File: src/rtl/hazard_pkg.sv
// Shared constants for the register scoreboard.
// No ports; the counter-width default is overridable per instance.
package hazard_pkg;

    localparam int REG_ADDR_W    = 4;
    localparam int NUM_REGS      = 16;
    localparam int CNT_W_DEFAULT = 2;

endpackage

File: src/rtl/reg_scoreboard_sb_entry.sv
// sb_entry: one saturating up/down in-flight write counter.
// Ports: clk, rst, inc, dec -> count, nonzero (registered), full.
module sb_entry #(
    parameter int CNT_W = 2
) (
    input  logic             clk,
    input  logic             rst,
    input  logic             inc,
    input  logic             dec,
    output logic [CNT_W-1:0] count,
    output logic             nonzero,
    output logic             full
);

    localparam logic [CNT_W-1:0] MAX = '1;

    logic             do_inc;
    logic             do_dec;
    logic [CNT_W-1:0] cnt_nxt;

    assign full   = (count == MAX);
    assign do_inc = inc && !full;
    // A retire against an empty counter is an error, not a release.
    assign do_dec = dec && (count != '0);

    always_comb begin
        cnt_nxt = count;
        if (do_inc && !do_dec)
            cnt_nxt = count + 1'b1;
        else if (do_dec && !do_inc)
            cnt_nxt = count - 1'b1;
    end

    // nonzero is registered from the next value so it tracks count exactly.
    always_ff @(posedge clk) begin
        if (rst) begin
            count   <= '0;
            nonzero <= 1'b0;
        end else begin
            count   <= cnt_nxt;
            nonzero <= (cnt_nxt != '0);
        end
    end

endmodule

File: src/rtl/reg_scoreboard.sv
// reg_scoreboard: per-register in-flight write tracking with WB bypass.
// Ports: issue_* / src* / two_src in, wb_valid / wb_dest in;
// hazard, issue_ready (comb), pending_mask, wb_err, stall_cycles (reg).
// Optional: define SCOREBOARD_STATS_EN to count stalled issue cycles.
module reg_scoreboard
    import hazard_pkg::*;
#(
    parameter int CNT_W = CNT_W_DEFAULT
) (
    input  logic                  clk,
    input  logic                  rst,
    input  logic                  issue_valid,
    input  logic                  issue_wb_en,
    input  logic [REG_ADDR_W-1:0] issue_dest,
    input  logic [REG_ADDR_W-1:0] src1,
    input  logic [REG_ADDR_W-1:0] src2,
    input  logic                  two_src,
    input  logic                  wb_valid,
    input  logic [REG_ADDR_W-1:0] wb_dest,
    output logic                  hazard,
    output logic                  issue_ready,
    output logic [NUM_REGS-1:0]   pending_mask,
    output logic                  wb_err,
    output logic [15:0]           stall_cycles
);

    logic [CNT_W-1:0]    cnt [NUM_REGS];
    logic [NUM_REGS-1:0] inc;
    logic [NUM_REGS-1:0] dec;
    logic [NUM_REGS-1:0] nz;
    logic [NUM_REGS-1:0] full;
    logic [NUM_REGS-1:0] eff_nz;

    for (genvar r = 0; r < NUM_REGS; r++) begin : g_entry
        logic hit;
        assign hit = wb_valid && (wb_dest == REG_ADDR_W'(r));
        // Same-cycle retire releases one pending write early.
        assign eff_nz[r] = hit ? (cnt[r] > CNT_W'(1))
                               : (cnt[r] != '0);
        assign inc[r] = issue_ready && issue_wb_en &&
                        (issue_dest == REG_ADDR_W'(r));
        assign dec[r] = hit;

        sb_entry #(.CNT_W(CNT_W)) u_entry (
            .clk     (clk),
            .rst     (rst),
            .inc     (inc[r]),
            .dec     (dec[r]),
            .count   (cnt[r]),
            .nonzero (nz[r]),
            .full    (full[r])
        );
    end

    assign hazard = issue_valid &&
                    (eff_nz[src1] || (two_src && eff_nz[src2]));

    assign issue_ready = issue_valid && !hazard &&
                         !(issue_wb_en && full[issue_dest]);

    assign pending_mask = nz;

    always_ff @(posedge clk) begin
        if (rst)
            wb_err <= 1'b0;
        else if (wb_valid && !nz[wb_dest])
            wb_err <= 1'b1;
    end

`ifdef SCOREBOARD_STATS_EN
    always_ff @(posedge clk) begin
        if (rst)
            stall_cycles <= '0;
        else if (issue_valid && !issue_ready &&
                 (stall_cycles != 16'hFFFF))
            stall_cycles <= stall_cycles + 16'd1;
    end
`else
    assign stall_cycles = '0;
`endif

endmodule

File: config.mk
export PLATFORM = sky130hd
export DESIGN_NAME = reg_scoreboard
export DESIGN_NICKNAME = d
export VERILOG_FILES = /design/src/rtl/hazard_pkg.sv /design/src/rtl/reg_scoreboard_sb_entry.sv /design/src/rtl/reg_scoreboard.sv
export SDC_FILE = /design/constraint.sdc
export NUM_CORES = 1
export LEC_CHECK = 0
export BUFFER_PORTS_ARGS = -buffer_cell sky130_fd_sc_hd__clkbuf_2
export CAP_MARGIN = 15
export CORE_MARGIN = 10
export CORE_UTILIZATION = 55
export DETAILED_ROUTE_END_ITERATION = 16
export PLACE_DENSITY = 0.73
export SETUP_SLACK_MARGIN = 0.15
export SLEW_MARGIN = 20
export SYNTH_ARGS = -nofsm -noshare
export SYNTH_HDL_FRONTEND = slang
export SYNTH_HIERARCHICAL = 1
export SYNTH_SLANG_ARGS = --single-unit
File: constraint.sdc
create_clock -name clk -period 6.85 [get_ports clk]
set_input_delay 0 -clock clk [delete_from_list [all_inputs] [get_ports clk]]
set_output_delay 0 -clock clk [all_outputs]
set_load 0.05 [all_outputs]
# Yosys cells after proc, flatten, opt, wreduce, memory -nomap -nowiden
# Index checks and enable logic that the tools add are counted.
# Widths: inputs -> output; s select.
[word_totals]
inputBits = 22
reg_bits = 49
wordCells = 376
out_inout_bits = 35
[op_classes]
n_reduce_logical = 189
n_lt_le_gt_ge = 20
muxes = 56
n_eq_ne = 46
n_addsub = 32
[ops]
columns = ["operator", "count"]
rows = [
  ["$logic_and 1x1->1", 103],
  ["$eq 4x4->1 const B", 16],
  ["$mux 2", 32],
  ["$reduce_bool 2->1", 32],
  ["$logic_not 1->1", 51],
  ["$add 2x1->2 const B", 16],
  ["$eq 2x2->1 const B", 16],
  ["$eq 4x3->1 const B", 8],
  ["$gt 2x1->1 const B", 16],
  ["$sub 2x1->2 const B", 16],
  ["$lt 4x5->1 const B", 4],
  ["$mux 1", 20],
  ["$bmux 1 s4", 4],
  ["$eq 4x2->1 const B", 4],
  ["$eq 4x1->1 const B", 2],
  ["$logic_not 4->1", 2],
  ["$logic_or 1x1->1", 1],
]

# Logic depth before layout (Yosys ltp)
# Gate-level depths: netlist of run 1.
[logic_depth]
word_depth = 19
ltp_mapped = 13
ltp_nobuf = 10

# By module
# Netlist of run 1, hierarchy kept.
[by_module_without_submodules]
columns = ["module", "area_each_um2", "cells_each", "instances", "seq_area_each_um2"]
rows = [
  ["sb_entry", 187.7, 21, 16, 60.1],
  ["reg_scoreboard", 1447.6, 207, 1, 20.0],
]

# Worst setup path after synthesis of run 1
# No wires, ideal clock.
[synth_path]
path_kind = "input to output"
startpoint = "input port wb_dest[2]"
endpoint = "output port issue_ready"
arrival_time_ps = 2762
stages = 8
path_slack_ps = 4088
t_required_ps = 6850
path_cell_list = "clkbuf_2 -> or3b_1 -> buf_6 -> o31a_1 -> o221a_1 -> a32oi_2 -> nand4_4 -> a311oi_1"
[synth_between]
elab_chain_len = 11
word_cells_on_any_way = 58
cone_classes = "15 x eq/ne; 20 x mux; 23 x reduce/logical"
[synth_lines]
columns = ["item", "line", "text"]
rows = [
  ["start, declared", "reg_scoreboard.sv:19", "input logic [REG_ADDR_W-1:0] wb_dest,"],
  ["$eq 4x1->1, or another cell as far along", "reg_scoreboard.sv:36", "assign hit = wb_valid && (wb_dest == REG_ADDR_W'(r));"],
  ["$logic_and 1x1->1", "reg_scoreboard.sv:36", ""],
  ["$mux 1", "reg_scoreboard.sv:38", "assign eff_nz[r] = hit ? (cnt[r] > CNT_W'(1))"],
  ["$bmux 1 s4", "reg_scoreboard.sv:56", "(eff_nz[src1] || (two_src && eff_nz[src2]));"],
  ["$mux 1 (implied by the code)", "reg_scoreboard.sv:56", ""],
  ["$logic_and 1x1->1", "reg_scoreboard.sv:56", ""],
  ["$logic_or 1x1->1 (*)", "reg_scoreboard.sv:56", ""],
  ["$logic_and 1x1->1 (*)", "reg_scoreboard.sv:55", "assign hazard = issue_valid &&"],
  ["$logic_not 1->1 (*)", "reg_scoreboard.sv:58", "assign issue_ready = issue_valid && !hazard &&"],
  ["$logic_and 1x1->1 (*) (2 in a row)", "reg_scoreboard.sv:58", ""],
  ["end, declared", "reg_scoreboard.sv:21", "output logic issue_ready,"],
]
# Mark *: on every way between the ends. The rest lies on a longest branch, timed or not. The select of a mux whose other input is x is not followed.

# Final worst setup path of run 1
[layout_path]
startpoint = "register g_entry[8].u_entry.count[1]"
endpoint = "register g_entry[14].u_entry.count[1]"
[layout_between]
elab_chain_len = 17
word_cells_on_any_way = 26
cone_classes = "1 x order compare; 1 x eq/ne; 9 x mux; 15 x reduce/logical"
[layout_lines]
columns = ["item", "line", "text"]
rows = [
  ["start, declared", "reg_scoreboard_sb_entry.sv:10", "output logic [CNT_W-1:0] count,"],
  ["start signal, assigned", "reg_scoreboard_sb_entry.sv:40", "count <= cnt_nxt;"],
  ["$gt 2x1->1 / $reduce_bool 2->1 (equally long branches)", "reg_scoreboard.sv:38, reg_scoreboard.sv:39", ""],
  ["$mux 1", "reg_scoreboard.sv:38", ""],
  ["$bmux 1 s4", "reg_scoreboard.sv:56", ""],
  ["$mux 1 (implied by the code)", "reg_scoreboard.sv:56", ""],
  ["$logic_and 1x1->1", "reg_scoreboard.sv:56", ""],
  ["$logic_or 1x1->1", "reg_scoreboard.sv:56", ""],
  ["$logic_and 1x1->1", "reg_scoreboard.sv:55", ""],
  ["$logic_not 1->1", "reg_scoreboard.sv:58", ""],
  ["$logic_and 1x1->1", "reg_scoreboard.sv:58", ""],
  ["$logic_and 1x1->1 (*)", "reg_scoreboard.sv:58", ""],
  ["$logic_and 1x1->1 (*) (2 in a row)", "reg_scoreboard.sv:40", "assign inc[r] = issue_ready && issue_wb_en &&"],
  ["via inc[14]", "reg_scoreboard.sv:28", "logic [NUM_REGS-1:0] inc;"],
  ["$logic_and 1x1->1 (*)", "reg_scoreboard_sb_entry.sv:22", "assign do_inc = inc && !full;"],
  ["$logic_not 1->1", "reg_scoreboard_sb_entry.sv:30", "else if (do_dec && !do_inc)"],
  ["$logic_and 1x1->1", "reg_scoreboard_sb_entry.sv:30", ""],
  ["$mux 2", "reg_scoreboard_sb_entry.sv:30", ""],
  ["$mux 2 (*)", "reg_scoreboard_sb_entry.sv:28", "if (do_inc && !do_dec)"],
  ["end signal, assigned", "reg_scoreboard_sb_entry.sv:40", ""],
  ["end, declared", "reg_scoreboard_sb_entry.sv:10", ""],
]
# Mark *: on every way through the listed nets, which the timed path passes. The rest lies on a longest branch. The select of a mux whose other input is x is not followed.
# A chain may end at the register's enable or synchronous reset.

==> metrics.md, run 1 <==
| Metric | Value |
|---|---|
| Post-CTS sizing | 0 |
| R2R Setup Slk | 3.76 ns |
| Largest buffer count on any clock path | 2 |
| Vias in the first global route | 3,958 |
| Hold_buf cts | 0 |
| Synthesized area | approximately 4500 um2 |
| Final worst slack | 3.76 ns |
| Min-Delay Path Depth | 3 |
| WHS Endpoint | wb_err$_SDFFE_PP0P_ |
| Remaining DRCs | 0 |
| Number of synthesized flops with an enable pin | 0 |
| PwrDens | 205 nW/um2 |
| Die width | 110 um |
| Synth warn | 6 |
| Fin crit period | ~3 ns |
| Routed Antenna Nets | 0 |
| Layout Utilization | 60.4% |
| Global-route wire length before repair | 19.5 mm |
| Status | finished, final reports clean |
| Cts bufs inserted | 5 |
| Final period util | 45.1% |
| Post-synth cell types | 59 |
| Final Hold Vio Count | 0 |
| FMAX | roughly 0.32 GHz |
| Critical path class | reg2reg |
| RSZ-0062 raised after global routing | false |
| Via count | 4,089 |
| Initial antenna violation count | 1 |
| Mapped Avg Cell Area | 8.20 um2 |
| Cell Chain, Critical Path | or3_1 > o22ai_1 > o22ai_1 > o211ai_1 > nand4_4 > nor3_1 > nand2b_1 > or2_1 > a211oi_1 > a211oi_1 |
| Post-synth top flop | dfxtp_1 |
| Asr flop ratio synth | 0% |
| Setup TNS | 0 ns |
| Core area | slightly below 8000 um2 |
| I/O Pins | between 50 and 60 |
| Relative slew slack | 28.8% |
| Clk slew on worst S/H paths | about 0.10 ns |
| Static leakage | 1.63 nW |
| Layout cells sized above 1 | 17.2% |
| Pre-antenna DRT Iters | 5 |
| Pre-CTS setup slack | about 3.6 ns |
| CTS tree | built |
| DP Cell Count | about 670 |
| Worst Setup Start Kind | flop |
| Crit path buffers/inverters | 0 |
| R2R Path Start | g_entry[8].u_entry/count[1]$_SDFF_PP0_ |
| Multi-input gate area | 3190 um2 |
| Total of fill cells in the finished design | 746 |
| GRT Total Usage | roughly a fifth |
| Slowest cell delay on critical path | 0.41 ns |
| Rows | 32 |
| Drt total wl | 12.1 mm |
| Critical Path Sink Type | flop |
| Hold Crit Start | wb_valid |
| Layout Cells excl Fill | 676 |
| Post-synthesis sequential area ratio | 22.0% |
| DR iter-0 viols | ~230 |
| Layout overhead on the synthesized area | 5.96% |
| Placed cell areas | 4630 um2 |
| Hold WC Path Type | in2reg |
| GRT Residual Overflow | 0 |
| Die area | 12,100 um2 |
| Worst slew pin tran | between 1 and 1.5 ns |
| Post-layout power | 0.967 mW |
| Reg2reg end | g_entry[14].u_entry/count[1]$_SDFF_PP0_ |
| Setup Buffers After CTS | 0 |
| Reg area | 981 um2 |
| Final Skew | between 0.01 and 0.015 ns |
| Clk Latency, worst-skew pair | 0.31 ns |
| VDD IR max | 0.112 mV |
| R2R cell count | 10 |
| Initial core utilization | between 50% and 60% |
| RePlAce Congestion | ~0.98 |
| Max-slew violation count | 0 |
| HPWL after DPL | roughly 9.4 mm |
| CP max FO | 18 |
| Buffers on Ports | 40 |
| Ant diodes | 0 |
| WL per Instance | 17.9 um |
| Die height | 110 um |
| Required @ worst endpoint | 7.00 ns |
| CP arrival | 3.24 ns |
| Final Setup Violations | 0 |
| Htree depth | 2 |
| Largest net degree at the start of global routing | 50 |
| Final instance area | 4720 um2 |
| Slowest CP cell | nor3_1 |
| Synthesized instance count | about 540 |
| Clock Sinks | 49 |
| Worst path depth | 10 |
| DR vias/cell | around 6.0 |
| Layout Nets | 628 |
| Synth Register Bits | 49 |
| Hold_ws | 0.0183 ns |
| Max cap viols | 0 |
| Worst path top cell family by delay | simple AND/OR/NAND/NOR gates |
| Root buffer cell | clkbuf_8 |
[power by group]
| part | internal [mW] | switching, mW |
|---|---|---|
| clock | 0.0805 | 0.0993 |
| sequential | 0.327 | 0.0617 |
| combinational | 0.153 | 0.246 |
[final cells by class]
| class | instances | share of cell area (%) |
|---|---|---|
| timing repair buffer | 40 | 4.25 |
| inverter | 35 | 2.79 |
| tap | 102 | 2.71 |
| clock buffer | 7 | 1.83 |
| sequential | 49 | 20.8 |
| multi-input combinational | 443 | 67.6 |
[worst min-delay path: cells and delay by family]
| kind | cells | cell delay [ns] |
|---|---|---|
| and+or+nand+nor | 1 | 0.07 |
| buffers and inverters | 1 | 0.15 |
| AOI/OAI and AO/OA | 1 | 0.08 |
[per-layer routing]
| metal | wire, um | global-route usage, % | vias to the layer above |
|---|---|---|---|
| li1 | - | - | 2014 |
| met1 | 5230 | 25.6 | 1907 |
| met2 | 5820 | 34.8 | 151 |
| met3 | 945 | 3.57 | 15 |
| met4 | 122 | 3.90 | 2 |
| met5 | 13 | 0 | - |
[Yosys cell counts (3+ instances only)]
cell type | count | area share [%]
nand3b_1 | 7 | 1.2
xnor2_1 | 32 | 6.3
nand4b_1 | 3 | 0.59
or3_1 | 7 | 0.98
or2_1 | 16 | 2.2
nor3b_1 | 3 | 0.51
o21a_1 | 20 | 3.4
nand2b_1 | 24 | 3.4
o211ai_1 | 3 | 0.51
a211oi_1 | 49 | 8.3
buf_6 | 3 | 0.76
nor2b_2 | 16 | 3.1
and2_2 | 17 | 2.9
o31a_1 | 3 | 0.59
dfxtp_1 | 49 | 22
or2_2 | 7 | 0.98
a21oi_1 | 7 | 0.79
nand2_1 | 7 | 0.59
o21ai_0 | 23 | 2.6
nor2_1 | 42 | 3.5
clkbuf_1 | 7 | 0.59
mux4_2 | 7 | 3.5
a211o_1 | 3 | 0.59
inv_1 | 35 | 3.0
ha_1 | 32 | 9.0
nand3_1 | 21 | 2.4
buf_4 | 17 | 2.9
nor3_1 | 43 | 4.8
[flip-flops by register name, indices dropped and copies added, names as in the netlist]
register	cells
wb_err	1
g_entry.u_entry/nonzero	16
g_entry.u_entry/count	32
[logic make-up after synthesis]
group,after synthesis,synth area share (%)
AOI/OAI and AO/OA,130,21.1
other,1,0.0843
DFF,49,22.0
muxes,11,4.84
adders and majority gates,32,9.00
and+or+nand+nor,222,29.0
xor gates and xnor gates,32,6.30
buffers and inverters,66,7.56
[layout by cell type (no fill, tap or decap), types with 2 or more instances in the layout]
cell / instances
nand3_1: 21
nor2b_1: 2
o2111ai_1: 2
conb_1: 16
mux4_2: 7
o21a_1: 20
nor3_1: 43
xnor2_1: 32
or2_1: 16
o22ai_1: 2
o32ai_1: 2
nand2b_1: 24
nand4b_1: 3
o31a_1: 3
inv_1: 35
nor2_1: 42
nor3b_1: 3
o21ai_0: 23
clkbuf_2: 40
ha_1: 32
a21oi_1: 7
clkbuf_8: 6
or2_2: 7
nand3b_1: 7
a211o_1: 3
mux2i_1: 2
dfxtp_1: 49
a211oi_1: 49
o311ai_0: 2
nand4_1: 2
and2_2: 17
a221o_1: 2
nand2_1: 7
o211ai_1: 3
or3_1: 7
nor2b_2: 16
[worst max path at each step]
stage | slack [ns] | to | startpoint
2_1_floorplan | 4.09 | issue_ready | wb_dest[2]
3_3_place_gp | 3.73 | g_entry[12].u_entry/count[1]$_SDFF_PP0_ | wb_dest[0]
3_5_place_dp | 3.56 | g_entry[13].u_entry/count[1]$_SDFF_PP0_ | wb_dest[0]
4_1_cts | 3.80 | g_entry[13].u_entry/count[1]$_SDFF_PP0_ | g_entry[8].u_entry/count[1]$_SDFF_PP0_
5_1_grt | 3.65 | g_entry[13].u_entry/count[1]$_SDFF_PP0_ | g_entry[8].u_entry/count[1]$_SDFF_PP0_
6_report | 3.76 | g_entry[14].u_entry/count[1]$_SDFF_PP0_ | g_entry[8].u_entry/count[1]$_SDFF_PP0_
No activity file was read; power rests on OpenSTA's default activity.
==> run 2: changes to the inputs <==
CORE_UTILIZATION = 54   (was 55)
PLACE_DENSITY = 0.75   (was 0.73)
clock period = 2.8 ns   (was 6.85 ns; I/O delays follow)
==> run 2 against run 1 <==
  * Worst setup slack worse by 3.7 ns
  * Critical endpoint is now g_entry[12].u_entry/count[1]$_SDFF_PP0_
  * Register-to-register slack worse by 3.7 ns
  * Highest routed layer is now met4
  * Total power rose to 2.7 times the previous value
  * Flip-flop and latch count unchanged
==> metrics.md, run 2 (synthesis gave the netlist of run 1 again) <==
| Metric | Value |
|---|---|
| Status | finished, final reports clean |
| WL per Instance | 18.2 um (+1.7%) |
| Static leakage | 2.16 nW (+32%) |
| Vias in the first global route | 4,272 (+7.9%) |
| Die area | 12,300 um2 (+1.5%) |
| Crit path buffers/inverters | 2 (+2) |
| Fin crit period | 2.76 ns (-0.332 ns) |
| Cell Chain, Critical Path | or3_1 > o22ai_1 > buf_4 > o22ai_2 > o211ai_1 > nand4_4 > buf_6 > nor3_4 > nand2b_4 > or2_4 > a211oi_2 > a211oi_2 |
| Hold Crit Start | wb_valid |
| Cts bufs inserted | 5 (unchanged) |
| GRT Total Usage | 19.9% (-0.25 points) |
| Worst path top cell family by delay | simple AND/OR/NAND/NOR gates |
| Largest register FFs | 32 (unchanged) |
| Commonest non-fill, non-tap cell in the layout | buf_4 |
| Relative slew slack | 26.4% (-2.4 points) |
| Net switching power | 1.11 mW (+170%) |
| Pint | 1.54 mW (+180%) |
| FMAX | 0.363 GHz (+12%) |
| Switch share | 41.8% (-0.26 points) |
| Final Setup Violations | 0 (unchanged) |
| Slowest cell delay on critical path | 0.33 ns (-0.08 ns) |
| Largest buffer count on any clock path | 2 (unchanged) |
| Rows | 33 (+3.1%) |
| HPWL after DPL | 10.0 mm (+6.1%) |
| Post-layout power | 2.65 mW (+170%) |
| Clk Latency, worst-skew pair | 0.31 ns (about the same) |
| CP arrival | 2.91 ns (-0.33 ns) |
| Commonest non-fill, non-tap cells in the layout | buf_4 (46), dfxtp_1 (44), nor2_1 (42) |
| Core area | 8130 um2 (+4.2%) |
| R2R Path Start | g_entry[8].u_entry/count[1]$_SDFF_PP0_ |
| Drt total wl | 13.3 mm (+9.9%) |
| Final Hold Vio Count | 0 (unchanged) |
| CTS tree | built |
| Via count | 4,372 (+6.9%) |
| Layout cells sized above 1 | 37.7% (+20 points) |
| Placed cell areas | 4970 um2 (+7.3%) |
| Clock Sinks | 49 (unchanged) |
| Layout Nets | 680 (+8.3%) |
| Final worst slack | 0.0415 ns (-3.72 ns) |
| Htree depth | 2 (unchanged) |
| Max-slew violation count | 0 (unchanged) |
| VDD IR max | 0.244 mV (+120%) |
| Final period util | 98.5% (+53 points) |
| Die width | 111 um (+0.75%) |
| R2R cell count | 12 (+2) |
| Layout overhead on the synthesized area | 27.8% |
| Largest net degree at the start of global routing | 50 (unchanged) |
| Worst slew pin tran | 1.10 ns (+0.0362 ns) |
| PwrDens | 467 nW/um2 (+130%) |
| Pre-CTS setup slack | -0.227 ns (-3.79 ns) |
| Most flops, register | g_entry.u_entry/count |
| Hold WC Path Type | in2reg |
| Total of fill cells in the finished design | 634 (-15%) |
| Required @ worst endpoint | 2.95 ns (-4.05 ns) |
| WHS Endpoint | wb_err$_SDFFE_PP0P_ |
| Reg2reg end | g_entry[12].u_entry/count[1]$_SDFF_PP0_ |
| Critical path class | reg2reg |
| Final Skew | 0.00521 ns (-0.00483 ns) |
| R2R Setup Slk | 0.04 ns (-3.72 ns) |
| RSZ-0062 raised after global routing | true |
| GRT Residual Overflow | 0 (unchanged) |
| DR iter-0 viols | 258 (+11%) |
| Initial core utilization | 54.7% (-2.3 points) |
| Clk slew on worst S/H paths | 0.09 ns (about the same) |
| Slowest CP cell | dfxtp_2 |
| Comb power frac | 48.5% (+7.2 points) |
| Initial antenna violation count | 0 (-1) |
| Ant diodes | 0 (unchanged) |
| Critical Path Sink Type | flop |
| Reg power frac | 34.8% (-5.4 points) |
| Global-route wire length before repair | 20.9 mm (+6.9%) |
| Pre-antenna DRT Iters | 5 (unchanged) |
| CP dominant cell by count | a211oi_2 |
| Remaining DRCs | 0 (unchanged) |
| Worst setup startpoint | g_entry[8].u_entry/count[1]$_SDFF_PP0_ |
| Root buffer cell | clkbuf_8 |
| Buffers on Ports | 40 (unchanged) |
| Worst Setup Start Kind | flop |
| Biggest regs | g_entry.u_entry/count x32, g_entry.u_entry/nonzero x16, wb_err x1 |
| RePlAce Congestion | 0.956 (-2.6%) |
| Clock power share | 16.7% (-1.9 points) |
| Die height | 111 um (+0.75%) |
| Final instance area | 5690 um2 (+21%) |
| CP max FO | 4 (-14) |
| Min-Delay Path Depth | 4 (+1) |
| Routed Antenna Nets | 0 (unchanged) |
| I/O Pins | 57 (unchanged) |
| DR vias/cell | 5.98 (-1.1%) |
| Max cap viols | 0 (unchanged) |
| Layout Utilization | 69.9% (+9.5 points) |
-- run 2: changes by cell type in the layout (fill, tap and decap cells not counted), moves of 7 or more --
cell	delta
a211oi_1	-20
a211oi_2	+18
o21ai_1	+9
nor3_2	+11
buf_4	+46
or2_4	+14
nor3_4	+7
xnor2_2	+10
xnor2_1	-14
o21ai_0	-13
or2_1	-14
nor3_1	-18
-- run 2: worst max path at each step --
stage / depth (start not counted) / endpoint / slack [ns]
2_1_floorplan: 13 / g_entry[15].u_entry/count[1]$_SDFF_PP0_ / 0.16
3_3_place_gp: 12 / g_entry[5].u_entry/count[1]$_SDFF_PP0_ / -0.14
3_5_place_dp: 12 / g_entry[13].u_entry/count[1]$_SDFF_PP0_ / -0.23
4_1_cts: 11 / g_entry[13].u_entry/count[1]$_SDFF_PP0_ / 0.11
5_1_grt: 12 / g_entry[4].u_entry/count[1]$_SDFF_PP0_ / -0.08
6_report: 12 / g_entry[12].u_entry/count[1]$_SDFF_PP0_ / 0.04
-- run 2: cell type report --
type                    count  area (um2)  share of cell area, %
clock buffers               7        86.3                   1.52
repair buffers             92         632                   11.1
multi-input cells         443        3720                   65.4
flip-flops and latches     49         987                   17.4
well taps                 105         131                   2.31
inverters                  35         131                   2.31
-- run 2: what timing repair did --
item                       CTS  global route
buffers inserted             7             3
resized for setup           41            85
hold buffers                 0             0
setup endpoints to repair   39            48
pin swaps                   15            34
-- run 2: power by group through the flow --
| stage | logic (mW) | clock network, mW | registers (mW) |
|---|---|---|---|
| after global routing | 1.39 | 0.471 | 0.941 |
| final | 1.29 | 0.443 | 0.924 |
| after floorplan | 0.675 | 0 | 1.04 |
| after CTS | 1.15 | 0.455 | 0.912 |
| after global placement | 1.05 | 0 | 0.919 |
| after detailed placement | 1.09 | 0 | 0.925 |
-- run 2: worst register-to-register path: stages, from the launching register on --
cell and delay, ns:
dfxtp_2 0.33, or3_1 0.30, o22ai_1 0.12, buf_4 0.16, o22ai_2 0.09, o211ai_1 0.31
nand4_4 0.17, buf_6 0.18, nor3_4 0.24, nand2b_4 0.10, or2_4 0.27, a211oi_2 0.25
a211oi_2 0.08
-- run 2: metrics by stage --
step | hold WS, ns | TNS [ns] | instances
finish | 0.0846 | 0 | 731
global route | 0.101 | -0.795 | 731
CTS | 0.0759 | 0 | 728
detailed placement | 0.398 | -1.88 | 714
global placement | 0.376 | -1.14 | 714
floorplan | 0.0724 | 0 | 558
-- run 2: routing by layer --
metal	share of wire, %	GRT usage [%]	up-vias	wire length (um)
met2	49	33.8	156	6580
li1	-	-	2107	-
met3	5.9	3.57	27	792
met5	0	0	-	0
met4	1.7	4.60	0	229
met1	43	25.3	2082	5730
